--- config.mk ---
export PLATFORM = sky130hd
export DESIGN_NAME = mips_multicycle_ctrl_flat
export DESIGN_NICKNAME = d
export VERILOG_FILES = /design/src/rtl/mips_multicycle_ctrl_if.sv /design/src/rtl/mips_multicycle_ctrl.sv /design/src/flat_wrapper.sv
export SDC_FILE = /design/constraint.sdc
export NUM_CORES = 1
export LEC_CHECK = 0
export CORE_ASPECT_RATIO = 1.4
export CORE_UTILIZATION = 41
export CTS_CLUSTER_SIZE = 8
export DETAILED_ROUTE_END_ITERATION = 12
export GPL_ROUTABILITY_DRIVEN = 0
export HOLD_SLACK_MARGIN = 0.03
export PLACE_DENSITY = 0.77
export RECOVER_POWER = 100
export SLEW_MARGIN = 30
export SYNTH_ARGS = -nofsm -noshare
export SYNTH_HDL_FRONTEND = slang
export SYNTH_SLANG_ARGS = --single-unit
--- constraint.sdc ---
create_clock -name clock -period 1.8 [get_ports clock]
set_clock_uncertainty 0.05 [all_clocks]
set_input_delay 0.45 -clock clock [delete_from_list [all_inputs] [get_ports clock]]
set_output_delay 0.45 -clock clock [all_outputs]
set_load 0.005 [all_outputs]
--- src/rtl/mips_multicycle_ctrl_if.sv ---
// rtl/mips_multicycle_ctrl_if.sv - control/datapath bundle for the multicycle MIPS controller
//
// Groups every signal exchanged between the control FSM and the datapath.
//   master modport : controller side (drives strobes, samples opcode/mem_ready)
//   slave  modport : datapath/memory side (drives opcode/mem_ready, samples strobes)
//
// Signals:
//   opcode        IR[31:26]
//   mem_ready     memory completes current request this cycle
//   mem_req       memory access request
//   mem_we        write strobe (valid with mem_req)
//   iord          0=address PC, 1=address ALUOut
//   ir_write      load IR from memory data
//   pc_write      unconditional PC load
//   pc_write_cond PC load if ALU zero
//   pc_source     00=ALU result, 01=ALUOut, 10=jump address
//   alu_src_a     0=PC, 1=A
//   alu_src_b     00=B, 01=4, 10=sign-ext imm, 11=sign-ext imm<<2
//   alu_op        000 add, 001 sub, 010 funct, 011 and, 100 or, 101 slt
//   reg_dst       1=rd, 0=rt
//   mem_to_reg    write data from MDR
//   reg_write     register file write enable
//   byte_op       byte-wide memory/register access
//   move          write data from A (rs)
//   instr_done    1-cycle pulse in the last cycle of each instruction
//   halted        illegal opcode trapped
//   retired       instructions completed (wraps)
interface mips_multicycle_ctrl_if #(
  parameter int CNT_W = 32
);
  logic [5:0]       opcode;
  logic             mem_ready;
  logic             mem_req;
  logic             mem_we;
  logic             iord;
  logic             ir_write;
  logic             pc_write;
  logic             pc_write_cond;
  logic [1:0]       pc_source;
  logic             alu_src_a;
  logic [1:0]       alu_src_b;
  logic [2:0]       alu_op;
  logic             reg_dst;
  logic             mem_to_reg;
  logic             reg_write;
  logic             byte_op;
  logic             move;
  logic             instr_done;
  logic             halted;
  logic [CNT_W-1:0] retired;

  modport master (
    input  opcode, mem_ready,
    output mem_req, mem_we, iord, ir_write, pc_write, pc_write_cond,
           pc_source, alu_src_a, alu_src_b, alu_op, reg_dst, mem_to_reg,
           reg_write, byte_op, move, instr_done, halted, retired
  );

  modport slave (
    output opcode, mem_ready,
    input  mem_req, mem_we, iord, ir_write, pc_write, pc_write_cond,
           pc_source, alu_src_a, alu_src_b, alu_op, reg_dst, mem_to_reg,
           reg_write, byte_op, move, instr_done, halted, retired
  );
endinterface

--- src/rtl/mips_multicycle_ctrl.sv ---
// rtl/mips_multicycle_ctrl.sv - multicycle MIPS control FSM with memory stall and retire counter
//
// Sequences fetch/decode/execute/memory/writeback for a multicycle MIPS
// datapath with a shared instruction/data memory. Strobes are decoded from
// the registered state; the only input-qualified strobes are the FETCH
// ir_write/pc_write and the MEM_WR completion pulse, which fire in the cycle
// memory reports mem_ready.
//
// Ports:
//   clock  rising-edge system clock
//   reset  synchronous, active-high; forces every output to 0 while high
//   bus    mips_multicycle_ctrl_if.master (opcode/mem_ready in, strobes out)
module mips_multicycle_ctrl #(
  parameter int CNT_W = 32
) (
  input  logic                    clock,
  input  logic                    reset,
  mips_multicycle_ctrl_if.master  bus
);

  localparam logic [5:0] OP_R    = 6'b000000;
  localparam logic [5:0] OP_LW   = 6'b100011;
  localparam logic [5:0] OP_SW   = 6'b101011;
  localparam logic [5:0] OP_LB   = 6'b100000;
  localparam logic [5:0] OP_SB   = 6'b101000;
  localparam logic [5:0] OP_BEQ  = 6'b000100;
  localparam logic [5:0] OP_J    = 6'b000010;
  localparam logic [5:0] OP_ADDI = 6'b001000;
  localparam logic [5:0] OP_ANDI = 6'b001100;
  localparam logic [5:0] OP_ORI  = 6'b001101;
  localparam logic [5:0] OP_SLTI = 6'b001010;
  localparam logic [5:0] OP_MOVE = 6'b010101;

  typedef enum logic [3:0] {
    S_FETCH,
    S_DECODE,
    S_MEM_ADDR,
    S_MEM_RD,
    S_MEM_WB,
    S_MEM_WR,
    S_EXEC_R,
    S_R_WB,
    S_EXEC_I,
    S_I_WB,
    S_BRANCH,
    S_JUMP,
    S_MOVE_WB,
    S_HALT
  } state_t;

  state_t           state_q, state_d;
  logic [5:0]       op_q, op_d;
  logic [CNT_W-1:0] retired_q, retired_d;

  logic       mem_req_c;
  logic       mem_we_c;
  logic       iord_c;
  logic       ir_write_c;
  logic       pc_write_c;
  logic       pc_write_cond_c;
  logic [1:0] pc_source_c;
  logic       alu_src_a_c;
  logic [1:0] alu_src_b_c;
  logic [2:0] alu_op_c;
  logic       reg_dst_c;
  logic       mem_to_reg_c;
  logic       reg_write_c;
  logic       byte_op_c;
  logic       move_c;
  logic       instr_done_c;
  logic       halted_c;

  // Strobe decode. Everything stays 0 while reset is high so that a reset
  // landing mid-instruction (e.g. a stalled store) cannot leak a strobe.
  always_comb begin
    mem_req_c       = 1'b0;
    mem_we_c        = 1'b0;
    iord_c          = 1'b0;
    ir_write_c      = 1'b0;
    pc_write_c      = 1'b0;
    pc_write_cond_c = 1'b0;
    pc_source_c     = 2'b00;
    alu_src_a_c     = 1'b0;
    alu_src_b_c     = 2'b00;
    alu_op_c        = 3'b000;
    reg_dst_c       = 1'b0;
    mem_to_reg_c    = 1'b0;
    reg_write_c     = 1'b0;
    byte_op_c       = 1'b0;
    move_c          = 1'b0;
    instr_done_c    = 1'b0;
    halted_c        = 1'b0;
    if (!reset) begin
      case (state_q)
        S_FETCH: begin
          mem_req_c   = 1'b1;
          alu_src_b_c = 2'b01;
          // IR and PC+4 are only captured in the cycle memory delivers.
          if (bus.mem_ready) begin
            ir_write_c = 1'b1;
            pc_write_c = 1'b1;
          end
        end
        S_DECODE: begin
          alu_src_b_c = 2'b11;
        end
        S_MEM_ADDR: begin
          alu_src_a_c = 1'b1;
          alu_src_b_c = 2'b10;
        end
        S_MEM_RD: begin
          mem_req_c = 1'b1;
          iord_c    = 1'b1;
          byte_op_c = (op_q == OP_LB);
        end
        S_MEM_WB: begin
          reg_write_c  = 1'b1;
          mem_to_reg_c = 1'b1;
          byte_op_c    = (op_q == OP_LB);
          instr_done_c = 1'b1;
        end
        S_MEM_WR: begin
          mem_req_c    = 1'b1;
          mem_we_c     = 1'b1;
          iord_c       = 1'b1;
          byte_op_c    = (op_q == OP_SB);
          instr_done_c = bus.mem_ready;
        end
        S_EXEC_R: begin
          alu_src_a_c = 1'b1;
          alu_op_c    = 3'b010;
        end
        S_R_WB: begin
          reg_write_c  = 1'b1;
          reg_dst_c    = 1'b1;
          instr_done_c = 1'b1;
        end
        S_EXEC_I: begin
          alu_src_a_c = 1'b1;
          alu_src_b_c = 2'b10;
          case (op_q)
            OP_ANDI: alu_op_c = 3'b011;
            OP_ORI:  alu_op_c = 3'b100;
            OP_SLTI: alu_op_c = 3'b101;
            default: alu_op_c = 3'b000;
          endcase
        end
        S_I_WB: begin
          reg_write_c  = 1'b1;
          instr_done_c = 1'b1;
        end
        S_BRANCH: begin
          alu_src_a_c     = 1'b1;
          alu_op_c        = 3'b001;
          pc_write_cond_c = 1'b1;
          pc_source_c     = 2'b01;
          instr_done_c    = 1'b1;
        end
        S_JUMP: begin
          pc_write_c   = 1'b1;
          pc_source_c  = 2'b10;
          instr_done_c = 1'b1;
        end
        S_MOVE_WB: begin
          reg_write_c  = 1'b1;
          move_c       = 1'b1;
          reg_dst_c    = 1'b1;
          instr_done_c = 1'b1;
        end
        S_HALT: begin
          halted_c = 1'b1;
        end
        default: begin
        end
      endcase
    end
  end

  // Next-state logic. The opcode is captured in DECODE so later states
  // steer off a stable copy even if IR wiring glitches afterwards.
  always_comb begin
    state_d   = state_q;
    op_d      = op_q;
    retired_d = instr_done_c ? retired_q + CNT_W'(1) : retired_q;
    case (state_q)
      S_FETCH: begin
        if (bus.mem_ready) state_d = S_DECODE;
      end
      S_DECODE: begin
        op_d = bus.opcode;
        case (bus.opcode)
          OP_LW, OP_SW, OP_LB, OP_SB:          state_d = S_MEM_ADDR;
          OP_R:                                state_d = S_EXEC_R;
          OP_ADDI, OP_ANDI, OP_ORI, OP_SLTI:   state_d = S_EXEC_I;
          OP_BEQ:                              state_d = S_BRANCH;
          OP_J:                                state_d = S_JUMP;
          OP_MOVE:                             state_d = S_MOVE_WB;
          default:                             state_d = S_HALT;
        endcase
      end
      S_MEM_ADDR: begin
        if (op_q == OP_LW || op_q == OP_LB) state_d = S_MEM_RD;
        else                                state_d = S_MEM_WR;
      end
      S_MEM_RD: begin
        if (bus.mem_ready) state_d = S_MEM_WB;
      end
      S_MEM_WR: begin
        if (bus.mem_ready) state_d = S_FETCH;
      end
      S_EXEC_R:  state_d = S_R_WB;
      S_EXEC_I:  state_d = S_I_WB;
      S_MEM_WB,
      S_R_WB,
      S_I_WB,
      S_BRANCH,
      S_JUMP,
      S_MOVE_WB: state_d = S_FETCH;
      S_HALT:    state_d = S_HALT;
      default:   state_d = S_FETCH;
    endcase
  end

  always_ff @(posedge clock) begin
    if (reset) begin
      state_q   <= S_FETCH;
      op_q      <= 6'b000000;
      retired_q <= '0;
    end else begin
      state_q   <= state_d;
      op_q      <= op_d;
      retired_q <= retired_d;
    end
  end

  assign bus.mem_req       = mem_req_c;
  assign bus.mem_we        = mem_we_c;
  assign bus.iord          = iord_c;
  assign bus.ir_write      = ir_write_c;
  assign bus.pc_write      = pc_write_c;
  assign bus.pc_write_cond = pc_write_cond_c;
  assign bus.pc_source     = pc_source_c;
  assign bus.alu_src_a     = alu_src_a_c;
  assign bus.alu_src_b     = alu_src_b_c;
  assign bus.alu_op        = alu_op_c;
  assign bus.reg_dst       = reg_dst_c;
  assign bus.mem_to_reg    = mem_to_reg_c;
  assign bus.reg_write     = reg_write_c;
  assign bus.byte_op       = byte_op_c;
  assign bus.move          = move_c;
  assign bus.instr_done    = instr_done_c;
  assign bus.halted        = halted_c;
  // Counter reads 0 during reset even before the first reset edge clears it.
  assign bus.retired       = reset ? '0 : retired_q;

endmodule

--- src/flat_wrapper.sv ---
// flat-port wrapper written by rule: the top's interface ports become plain ports
module mips_multicycle_ctrl_flat 
#(
  parameter int CNT_W = 32
)
  (clock, reset, bus_opcode, bus_mem_ready, bus_mem_req, bus_mem_we, bus_iord, bus_ir_write, bus_pc_write, bus_pc_write_cond, bus_pc_source, bus_alu_src_a, bus_alu_src_b, bus_alu_op, bus_reg_dst, bus_mem_to_reg, bus_reg_write, bus_byte_op, bus_move, bus_instr_done, bus_halted, bus_retired);
  mips_multicycle_ctrl_if #(.CNT_W(CNT_W)) bus_i ();
  input  logic clock;
  input  logic reset;
  input wire logic [$bits(bus_i.opcode)-1:0] bus_opcode;
  input wire logic [$bits(bus_i.mem_ready)-1:0] bus_mem_ready;
  output wire logic [$bits(bus_i.mem_req)-1:0] bus_mem_req;
  output wire logic [$bits(bus_i.mem_we)-1:0] bus_mem_we;
  output wire logic [$bits(bus_i.iord)-1:0] bus_iord;
  output wire logic [$bits(bus_i.ir_write)-1:0] bus_ir_write;
  output wire logic [$bits(bus_i.pc_write)-1:0] bus_pc_write;
  output wire logic [$bits(bus_i.pc_write_cond)-1:0] bus_pc_write_cond;
  output wire logic [$bits(bus_i.pc_source)-1:0] bus_pc_source;
  output wire logic [$bits(bus_i.alu_src_a)-1:0] bus_alu_src_a;
  output wire logic [$bits(bus_i.alu_src_b)-1:0] bus_alu_src_b;
  output wire logic [$bits(bus_i.alu_op)-1:0] bus_alu_op;
  output wire logic [$bits(bus_i.reg_dst)-1:0] bus_reg_dst;
  output wire logic [$bits(bus_i.mem_to_reg)-1:0] bus_mem_to_reg;
  output wire logic [$bits(bus_i.reg_write)-1:0] bus_reg_write;
  output wire logic [$bits(bus_i.byte_op)-1:0] bus_byte_op;
  output wire logic [$bits(bus_i.move)-1:0] bus_move;
  output wire logic [$bits(bus_i.instr_done)-1:0] bus_instr_done;
  output wire logic [$bits(bus_i.halted)-1:0] bus_halted;
  output wire logic [$bits(bus_i.retired)-1:0] bus_retired;
  assign bus_i.opcode = bus_opcode;
  assign bus_i.mem_ready = bus_mem_ready;
  assign bus_mem_req = bus_i.mem_req;
  assign bus_mem_we = bus_i.mem_we;
  assign bus_iord = bus_i.iord;
  assign bus_ir_write = bus_i.ir_write;
  assign bus_pc_write = bus_i.pc_write;
  assign bus_pc_write_cond = bus_i.pc_write_cond;
  assign bus_pc_source = bus_i.pc_source;
  assign bus_alu_src_a = bus_i.alu_src_a;
  assign bus_alu_src_b = bus_i.alu_src_b;
  assign bus_alu_op = bus_i.alu_op;
  assign bus_reg_dst = bus_i.reg_dst;
  assign bus_mem_to_reg = bus_i.mem_to_reg;
  assign bus_reg_write = bus_i.reg_write;
  assign bus_byte_op = bus_i.byte_op;
  assign bus_move = bus_i.move;
  assign bus_instr_done = bus_i.instr_done;
  assign bus_halted = bus_i.halted;
  assign bus_retired = bus_i.retired;
  mips_multicycle_ctrl #(.CNT_W(CNT_W)) u_core (.clock(clock), .reset(reset), .bus(bus_i));
endmodule
==> results of run 1 <==
## flip-flops by register name, summed over array words and instances (netlist names)
signal            cells
u_core.state_q        4
u_core.retired_q     32
u_core.op_q           6
## layout make-up
class,instances,area (µm²)
Tap cell,74,92.6
Timing Repair Buffer,186,1660
Inverter,7,26.3
Multi-Input combinational cell,285,2240
Clock buffer,5,68.8
Fill cell,404,1600
Sequential cell,42,855
Clock inverter,3,23.8
## power groups by stage
stage	Sequential (W)	Combinational, W	Clock, W
2_1_floorplan	0.00102	0.000505	0
3_3_place_gp	0.00103	0.000903	0
3_5_place_dp	0.00103	0.000918	0
4_1_cts	0.00103	0.00126	0.000657
5_1_grt	0.00104	0.00151	0.000718
6_report	0.00104	0.00146	0.000684
## through the flow
step	std cells	area (µm²)
after global routing	602	4970
after CTS	589	4790
after floorplan	360	2800
after global placement	552	4030
after detailed placement	552	4030
final	602	4970
## metal layers
| layer | vias up | wire length (µm) |
|---|---|---|
| met5 | - | 0 |
| met2 | 275 | 6280 |
| met4 | 0 | 982 |
| met3 | 119 | 1050 |
| met1 | 1745 | 4600 |
| li1 | 1612 | - |
## final timing paths
path,start,to,depth (start not counted)
worst min-delay path,u_core.retired_q[31]$_SDFFE_PP0P_,u_core.retired_q[31]$_SDFFE_PP0P_,2
worst min register to register,u_core.retired_q[31]$_SDFFE_PP0P_,u_core.retired_q[31]$_SDFFE_PP0P_,2
worst max-delay path,u_core.state_q[3]$_SDFFE_PP0P_,u_core.retired_q[17]$_SDFFE_PP0P_,9
worst max register to register,u_core.state_q[3]$_SDFFE_PP0P_,u_core.retired_q[17]$_SDFFE_PP0P_,9
## worst min-delay path: stages, from the launching register on
cell,delay [ns]
dfxtp_1,0.33
o21ai_0,0.07
a21oi_1,0.07
## layout by cell type (no fill, tap or decap), types with 7 or more instances in the layout
| master | n |
|---|---|
| buf_4 | 86 |
| nor2_1 | 40 |
| dfxtp_1 | 35 |
| dlygate4sd2_1 | 31 |
| nor2b_1 | 30 |
| buf_6 | 24 |
| nand2_1 | 20 |
| xor2_1 | 18 |
| buf_2 | 18 |
| o21ai_0 | 13 |
| nor3_2 | 8 |
| a21oi_1 | 8 |
| mux2i_1 | 8 |
| o211ai_1 | 7 |
| buf_12 | 7 |
## synthesized netlist by cell type, types with 2 or more instances
cell,count,area (µm²)
a22oi_1,2,15.0
and3_1,5,31.3
nand3_1,4,20.0
or3_1,7,43.8
nand2_1,25,93.8
nand2b_1,3,18.8
a32oi_1,2,17.5
buf_2,3,15.0
buf_4,2,15.0
xor2_1,20,175
a211oi_1,2,15.0
buf_1,2,7.51
inv_1,6,22.5
clkbuf_1,18,67.6
nor4_1,4,25.0
xnor2_1,2,17.5
nor2b_1,36,225
or4_1,5,37.5
and2_1,2,12.5
mux2i_1,8,80.1
mux2_2,5,56.3
o2111ai_1,8,70.1
o22ai_1,2,12.5
nor2_1,51,191
o21ai_0,22,110
dfxtp_1,42,841
a21oi_1,10,50.1
nor3_1,16,80.1
and4_1,2,17.5
o211ai_1,7,52.6
or2_2,3,18.8
nor3b_1,4,30.0
nand4_1,6,37.5
nor3_2,2,20.0
## kinds of logic after synthesis
family,share of synthesized area (%)
compound gates,16.9
fa+ha+maj,0.449
buf+inv,5.11
flops,30.1
xor+xnor,6.91
mux,5.43
simple gates,35.1
## timing repair
action	in CTS	in global routing
setup buffers	23	14
gates resized for setup	237	42
pin swaps	42	23
gates cloned	6	0
setup endpoints to repair	83	55
==> impl_metrics.ini, run 1 <==
[global_routing]
grtUsageMet1_pct = 35.8
use_met2_pct = 55.5
antenna_found_initial = 0
grt_pass1_wl_mm = 18.0
grt_pass1_vias = 3663
use_met3_pct = 6.08
grt.total_usage_pct = 32.1
grt_max_degree = 22
busiest_layer = met2
grt_remaining_overflow = 0

[setup_path]
path_cells = buf_4 -> buf_4 -> a211oi_4 -> buf_4 -> buf_6 -> o2111ai_4 -> buf_4 -> o21ai_0 -> nand2_2
crit_type = flop to flop
path_buf_inv = 5
end_kind = flop
crit_path_max_incr_delay_ns = 0.36
slowest_stage = dfxtp_4
reg2reg_slack_ns = -0.40
worst_ep_arrival_time_ns = 2.37
cp-start-kind = flop
cp_max_fo = 6
crit_required_ns = 1.97
crit_path_frequent_cell = buf_4
critical_path.top_delay_family = buffers and inverters

[die]
ios = 62
dieArea_um2 = 7140
dieHeight_um = 99.6
start_util_pct = 42.5
die-width_um = 71.7
rows = 35
coreArea_um2 = 6570

[sta]
slew_violations = 0
finalCritPeriodShare_pct = 122
tightestPinTransition_ns = 0.399
setup_tns_ns = -12.23
fin_crit_ns = 2.20
rsz0062_at_grt = yes
finalHoldViolations = 0
setup_viol = 52
relSlewSlack_pct = 73.3
fin_ws_ns = -0.401
whs_ns = 0.451
fmax_ghz = 0.454

[drt]
wirelength_mm = 12.9
antenna_left = 0
post_drt_wl_per_cell_um = 21.4
viasPerCell = 6.23
drt_iter0_drc = 368
vias = 3751
drc = 0
dr.pass1.iters = 7

[clocking]
cts_tree = done
h-tree-depth = 2
clk_pin_slew_ns = 0.10
clockBufferDepth = 2
hold_buffers = 0
root_buffer = clkbuf_8
cts_num_sinks = 42
numCtsBuffers = 5
clk_latency_ns = 0.33

[yosys]
postSynthAreaPerCell_um2 = 7.75
async_reset_ff_share_pct = 0
synth.net_count = 370
ys_seq_elements = 42
synth_edf_count = 0
netlist_area_um2 = 2790
ys_types = 56
ys.flop_type = dfxtp_1
synth_cells = 360
ys_seq_area_share_pct = 30.1
ys.warnings.count = 0

[flow_run]
cap_violations = 0

[pwr]
power_density_nw_per_um2 = 639
p_total_w = 0.00318
power.internal_w = 0.00199
switchingPower_w = 0.00119
swShare_pct = 37.4
p_seq_share_pct = 32.6
ir_worst_vdd_mv = 0.485
p_comb_share_pct = 45.8
p_clk_share_pct = 21.5
power_leakage_nw = 2.19

[finish]
fin_util_pct = 75.6
syn_to_final_growth_pct = 78.2
antenna_cells = 0
layout-drive-gt1-share_pct = 46.4
nets = 537

[placed_design]
dp_hpwl_mm = 5.72
detailedPlace.worstSlack_ns = -0.770
portBuffers = 61

[run_status]
status = finished with violations
violations = setup timing

[hold_path]
hold_class = flop to flop
No activity file was read; power rests on OpenSTA's default activity.
==> inputs of run 2 (changes only) <==
--- a/config.mk
+++ b/config.mk
@@ -7,4 +7,5 @@
 export LEC_CHECK = 0
 export CORE_ASPECT_RATIO = 1.4
+export CORE_MARGIN = 3
 export CORE_UTILIZATION = 41
 export CTS_CLUSTER_SIZE = 8
@@ -18,2 +19,3 @@
 export SYNTH_HDL_FRONTEND = slang
 export SYNTH_SLANG_ARGS = --single-unit
+export TNS_END_PERCENT = 50
==> constraint.sdc (replaced) <==
create_clock -name clock -period 1.8 [get_ports clock]
set_clock_uncertainty 0.05 [all_clocks]
set_input_delay 0.54 -clock clock [delete_from_list [all_inputs] [get_ports clock]]
set_output_delay 0.54 -clock clock [all_outputs]
set_load 0.005 [all_outputs]
==> impl_metrics.ini, run 2 (same netlist as run 1, synthesis figures left out) <==
[sta]
rsz0062_at_grt = yes
fin_crit_ns = 2.32
finalCritPeriodShare_pct = 129
relSlewSlack_pct = 75.5
fin_ws_ns = -0.516
slew_violations = 0
finalHoldViolations = 0
tightestPinTransition_ns = 0.366
fmax_ghz = 0.432
whs_ns = 0.472
setup_viol = 73

[placed_design]
portBuffers = 61
dp_hpwl_mm = 6.02

[finish]
largest_reg_flops = 32
layout-drive-gt1-share_pct = 56.1
antenna_cells = 0
fin_util_pct = 81.8
reg_top3 = u_core.retired_q: 32 flops, u_core.op_q: 6 flops, u_core.state_q: 4 flops
layout.area.seq_um2 = 860
top_register = u_core.retired_q
layout_common_cells = buf_4, buf_2, nor2_1
nets = 556
multiInputGateArea_um2 = 2340
final_common_cell = buf_4
syn_to_final_growth_pct = 88.5
fillers = 354

[setup_path]
slowest_stage = dfxtp_4
worst_ep_arrival_time_ns = 1.73
path_cells = buf_6 -> or3_4 -> o21ai_2 -> a32oi_2 -> nor3_2 -> buf_2
crit_path_max_incr_delay_ns = 0.37
ff2ff_path_depth = 9
crit_type = flop to primary output
crit_required_ns = 1.21
reg2reg_slack_ns = -0.44
end_kind = primary output
cp_max_fo = 4
cp-start-kind = flop

[clocking]
clockBufferDepth = 2
h-tree-depth = 2
clk_pin_slew_ns = 0.09
root_buffer = clkbuf_8
cts_tree = done
cts_num_sinks = 42
numCtsBuffers = 5
clk_latency_ns = 0.31

[run_status]
violations = setup timing
status = finished with violations

[drt]
post_drt_wl_per_cell_um = 21.5
dr.pass1.iters = 5
drc = 0
viasPerCell = 6.09
top_layer_used = met4
drt-met1-wl_mm = 4.98
vias = 3877
wl_met3_mm = 1.20
wirelength_mm = 13.7
antenna_left = 0
drt_iter0_drc = 461
dr_wl_met2_mm = 6.71

[die]
die-width_um = 75.7
rows = 34
dieHeight_um = 104
start_util_pct = 43.4
ios = 62
coreArea_um2 = 6420
dieArea_um2 = 7840

[hold_path]
whs_path_depth = 2
hold_class = flop to flop

[global_routing]
antenna_found_initial = 0
grt_pass1_wl_mm = 16.9
grt_remaining_overflow = 0
grt_pass1_vias = 3533
grt_max_degree = 20
grt.total_usage_pct = 27.0

[pwr]
power_density_nw_per_um2 = 660
power_leakage_nw = 2.28
p_total_w = 0.00347
ir_worst_vdd_mv = 0.501

[flow_run]
cap_violations = 0
[run 2: changes by cell type in the layout (fill, tap and decap cells not counted), moves of 4 or more]
cell	change
buf_2	+28
buf_4	+13
buf_6	+5
clkbuf_2	-4
dlygate4sd2_1	-27
nor2b_1	-10
nor2b_4	+9
[run 2: power breakdown]
group,leakage [nW],internal (W),switching (W)
registers,0.344,0.000980,0.0000775
clock network,0.0441,0.000273,0.000382
logic,1.89,0.000914,0.000840
[run 2: worst paths after layout]
kind	startpoint	to
setup reg to reg	u_core.state_q[2]$_SDFFE_PP0P_	u_core.retired_q[25]$_SDFFE_PP0P_
setup / recovery	u_core.state_q[2]$_SDFFE_PP0P_	bus_byte_op
hold / removal	u_core.retired_q[31]$_SDFFE_PP0P_	u_core.retired_q[31]$_SDFFE_PP0P_
hold reg to reg	u_core.retired_q[31]$_SDFFE_PP0P_	u_core.retired_q[31]$_SDFFE_PP0P_
[run 2: cell type report]
type                            count  share of cell area (%)
Multi-Input combinational cell    285                    44.5
Timing Repair Buffer              205                    34.5
Sequential cell                    42                    16.4
Tap cell                           90                    2.14
Clock buffer                        5                    1.31
Inverter                            7                   0.738
Clock inverter                      3                   0.405
[run 2: critical path: cells and delay by family (launching register included)]
| kind | cells | cell delay [ns] |
|---|---|---|
| AOI/OAI and AO/OA | 2 | 0.16 |
| buffers and inverters | 2 | 0.29 |
| DFF | 1 | 0.37 |
| and+or+nand+nor | 2 | 0.61 |
[run 2: stage by stage]
stage | setup TNS, ns | instance area (µm²) | instances | setup WS [ns]
floorplan | -0.0256 | 2830 | 360 | -0.0125
global placement | -48.45 | 4080 | 572 | -1.02
detailed placement | -49.67 | 4080 | 572 | -1.04
CTS | -11.31 | 4590 | 606 | -0.394
global route | -19.35 | 5260 | 637 | -0.562
finish | -16.96 | 5260 | 637 | -0.516
[run 2: repair_timing]
action                     in CTS  in global routing
setup buffers                  23                 31
hold buffers                    0                  0
pin swaps                      24                 44
gates cloned                    3                  3
gates resized for setup       313                100
setup endpoints to repair      90                 75
[run 2: per-layer routing]
metal  up-vias  track usage [%]
met2       315             44.1
met4         0             15.3
li1       1642                -
met3        92             6.10
met5         -                0
met1      1828             31.3
==> inputs of run 3 (changes only) <==
Settings changed: CAP_MARGIN set to 10, CORE_UTILIZATION 41 to 30, PLACE_DENSITY 0.77 to 0.61.
==> impl_metrics.ini, run 3 (same netlist as run 1, synthesis figures left out) <==
[die]
coreArea_um2 = 9030
ios = 62
die-width_um = 87.5
dieArea_um2 = 10500
rows = 41
dieHeight_um = 120
start_util_pct = 30.9

[setup_path]
cp-start-kind = flop
end_kind = primary output
cp_max_fo = 6
reg2reg_slack_ns = -0.26
crit_path_frequent_cell = buf_6
crit_required_ns = 1.21
crit_path_max_incr_delay_ns = 0.35
startpoint = u_core.state_q[1]$_SDFFE_PP0P_
slowest_stage = dfxtp_2
critical_path.top_delay_family = buffers and inverters
worst_ep_arrival_time_ns = 1.67
worstSetupEndpoint = bus_reg_write
path_cells = buf_6 -> buf_4 -> buf_6 -> o21ai_0 -> a22oi_2 -> nor2_1 -> buf_2
path_buf_inv = 4
crit_cells = 7
crit_type = flop to primary output
r2r_end = u_core.retired_q[22]$_SDFFE_PP0P_
ff2ff_path_depth = 9
reg2reg_from = u_core.state_q[1]$_SDFFE_PP0P_

[global_routing]
grt_pass1_wl_mm = 15.3
grt_remaining_overflow = 0
grt_max_degree = 16
antenna_found_initial = 0
grt.total_usage_pct = 18.2
grt_pass1_vias = 3245

[sta]
fmax_ghz = 0.442
fin_ws_ns = -0.464
relSlewSlack_pct = 73.6
fin_crit_ns = 2.26
rsz0062_at_grt = yes
finalCritPeriodShare_pct = 126
slew_violations = 0
finalHoldViolations = 0
setup_viol = 70
tightestPinTransition_ns = 0.395

[placed_design]
dp_hpwl_mm = 5.96
portBuffers = 61
detailedPlace.worstSlack_ns = -1.04
place_area_um2 = 4050
dp_cells = 581

[drt]
drc = 0
viasPerCell = 5.24
vias = 3345
drt_iter0_drc = 182
wirelength_mm = 10.4
antenna_left = 0
dr.pass1.iters = 4
post_drt_wl_per_cell_um = 16.3

[pwr]
power_leakage_nw = 2.18
power_density_nw_per_um2 = 669
p_total_w = 0.00340
ir_worst_vdd_mv = 0.427

[finish]
layout_common_cells = buf_4, buf_2, nor2_1
final_common_cell = buf_4
reg_top3 = u_core.retired_q: 32 flops, u_core.op_q: 6 flops, u_core.state_q: 4 flops
antenna_cells = 0
layout-drive-gt1-share_pct = 52.0
nets = 540
largest_reg_flops = 32
final_area_um2 = 5080
syn_to_final_growth_pct = 82.2
finalNonFillerCells = 638
top_register = u_core.retired_q

[clocking]
cts_num_sinks = 42
clk_pin_slew_ns = 0.07
h-tree-depth = 2
clockBufferDepth = 2
hold_buffers = 0
cts_tree = done
numCtsBuffers = 5
clk_latency_ns = 0.29
root_buffer = clkbuf_16

[run_status]
violations = setup timing
status = finished with violations

[hold_path]
hold_class = flop to flop
worstHoldStart = u_core.retired_q[31]$_SDFFE_PP0P_

[flow_run]
cap_violations = 0
==> run 3: cell types whose count changed in the layout (fill, tap and decap cells not counted), moves of 4 or more <==
| cell | change |
|---|---|
| o21ai_1 | +4 |
| clkbuf_8 | -5 |
| mux2_4 | -4 |
| buf_6 | -10 |
| buf_4 | -7 |
| clkbuf_16 | +4 |
| mux2_2 | +4 |
| o2111ai_4 | +4 |
| buf_2 | +5 |
==> run 3: final cells by class <==
class                   count  area (µm²)
clock inverters             3        23.8
repair buffers            189        1640
multi-input cells         285        2270
flip-flops and latches     42         857
well taps                 107         134
fillers                   761        3950
inverters                   7        38.8
clock buffers               5         125
==> run 3: per-stage QoR <==
| step | TNS, ns | hold WS, ns | util [%] |
|---|---|---|---|
| CTS | -10.03 | 0.440 | 52.5 |
| global route | -14.74 | 0.464 | 56.3 |
| finish | -11.31 | 0.444 | 56.3 |
| floorplan | -0.0256 | 0.404 | - |
| detailed placement | -48.35 | 0.430 | 44.9 |
| global placement | -47.82 | 0.421 | 44.9 |
==> run 3: what timing repair did <==
item,CTS,global route
cloned,4,1
pin swaps,26,34
endpoints found under the hold margin,0,0
gates resized for setup,312,67
setup buffers,32,14
setup endpoints to repair,86,76
==> run 3: power breakdown <==
part | total [W] | internal, W | switching (W) | leakage [nW]
registers | 0.00105 | 0.000979 | 0.0000681 | 0.344
clock network | 0.000927 | 0.000519 | 0.000408 | 0.0664
logic | 0.00143 | 0.000770 | 0.000658 | 1.77
==> run 3: how the worst min path moves through the flow <==
stage	slack, ns	end	cells after the start
after floorplan	0.40	u_core.retired_q[31]$_SDFFE_PP0P_	2
after global placement	0.42	u_core.retired_q[31]$_SDFFE_PP0P_	2
after detailed placement	0.43	u_core.retired_q[31]$_SDFFE_PP0P_	2
after CTS	0.44	u_core.retired_q[31]$_SDFFE_PP0P_	2
after global routing	0.46	u_core.retired_q[31]$_SDFFE_PP0P_	2
final	0.44	u_core.retired_q[31]$_SDFFE_PP0P_	2
==> run 3: layer usage <==
layer / global-route usage (%) / wire length, µm
met1: 21.0 / 4140
met5: 0 / 0
met3: 3.57 / 491
met4: 7.39 / 255
met2: 32.0 / 5520
==> run 3: worst min-delay path, stage by stage, from the launching register on <==
cell and delay, ns:
dfxtp_1 0.32, o21ai_1 0.07, a21oi_1 0.06
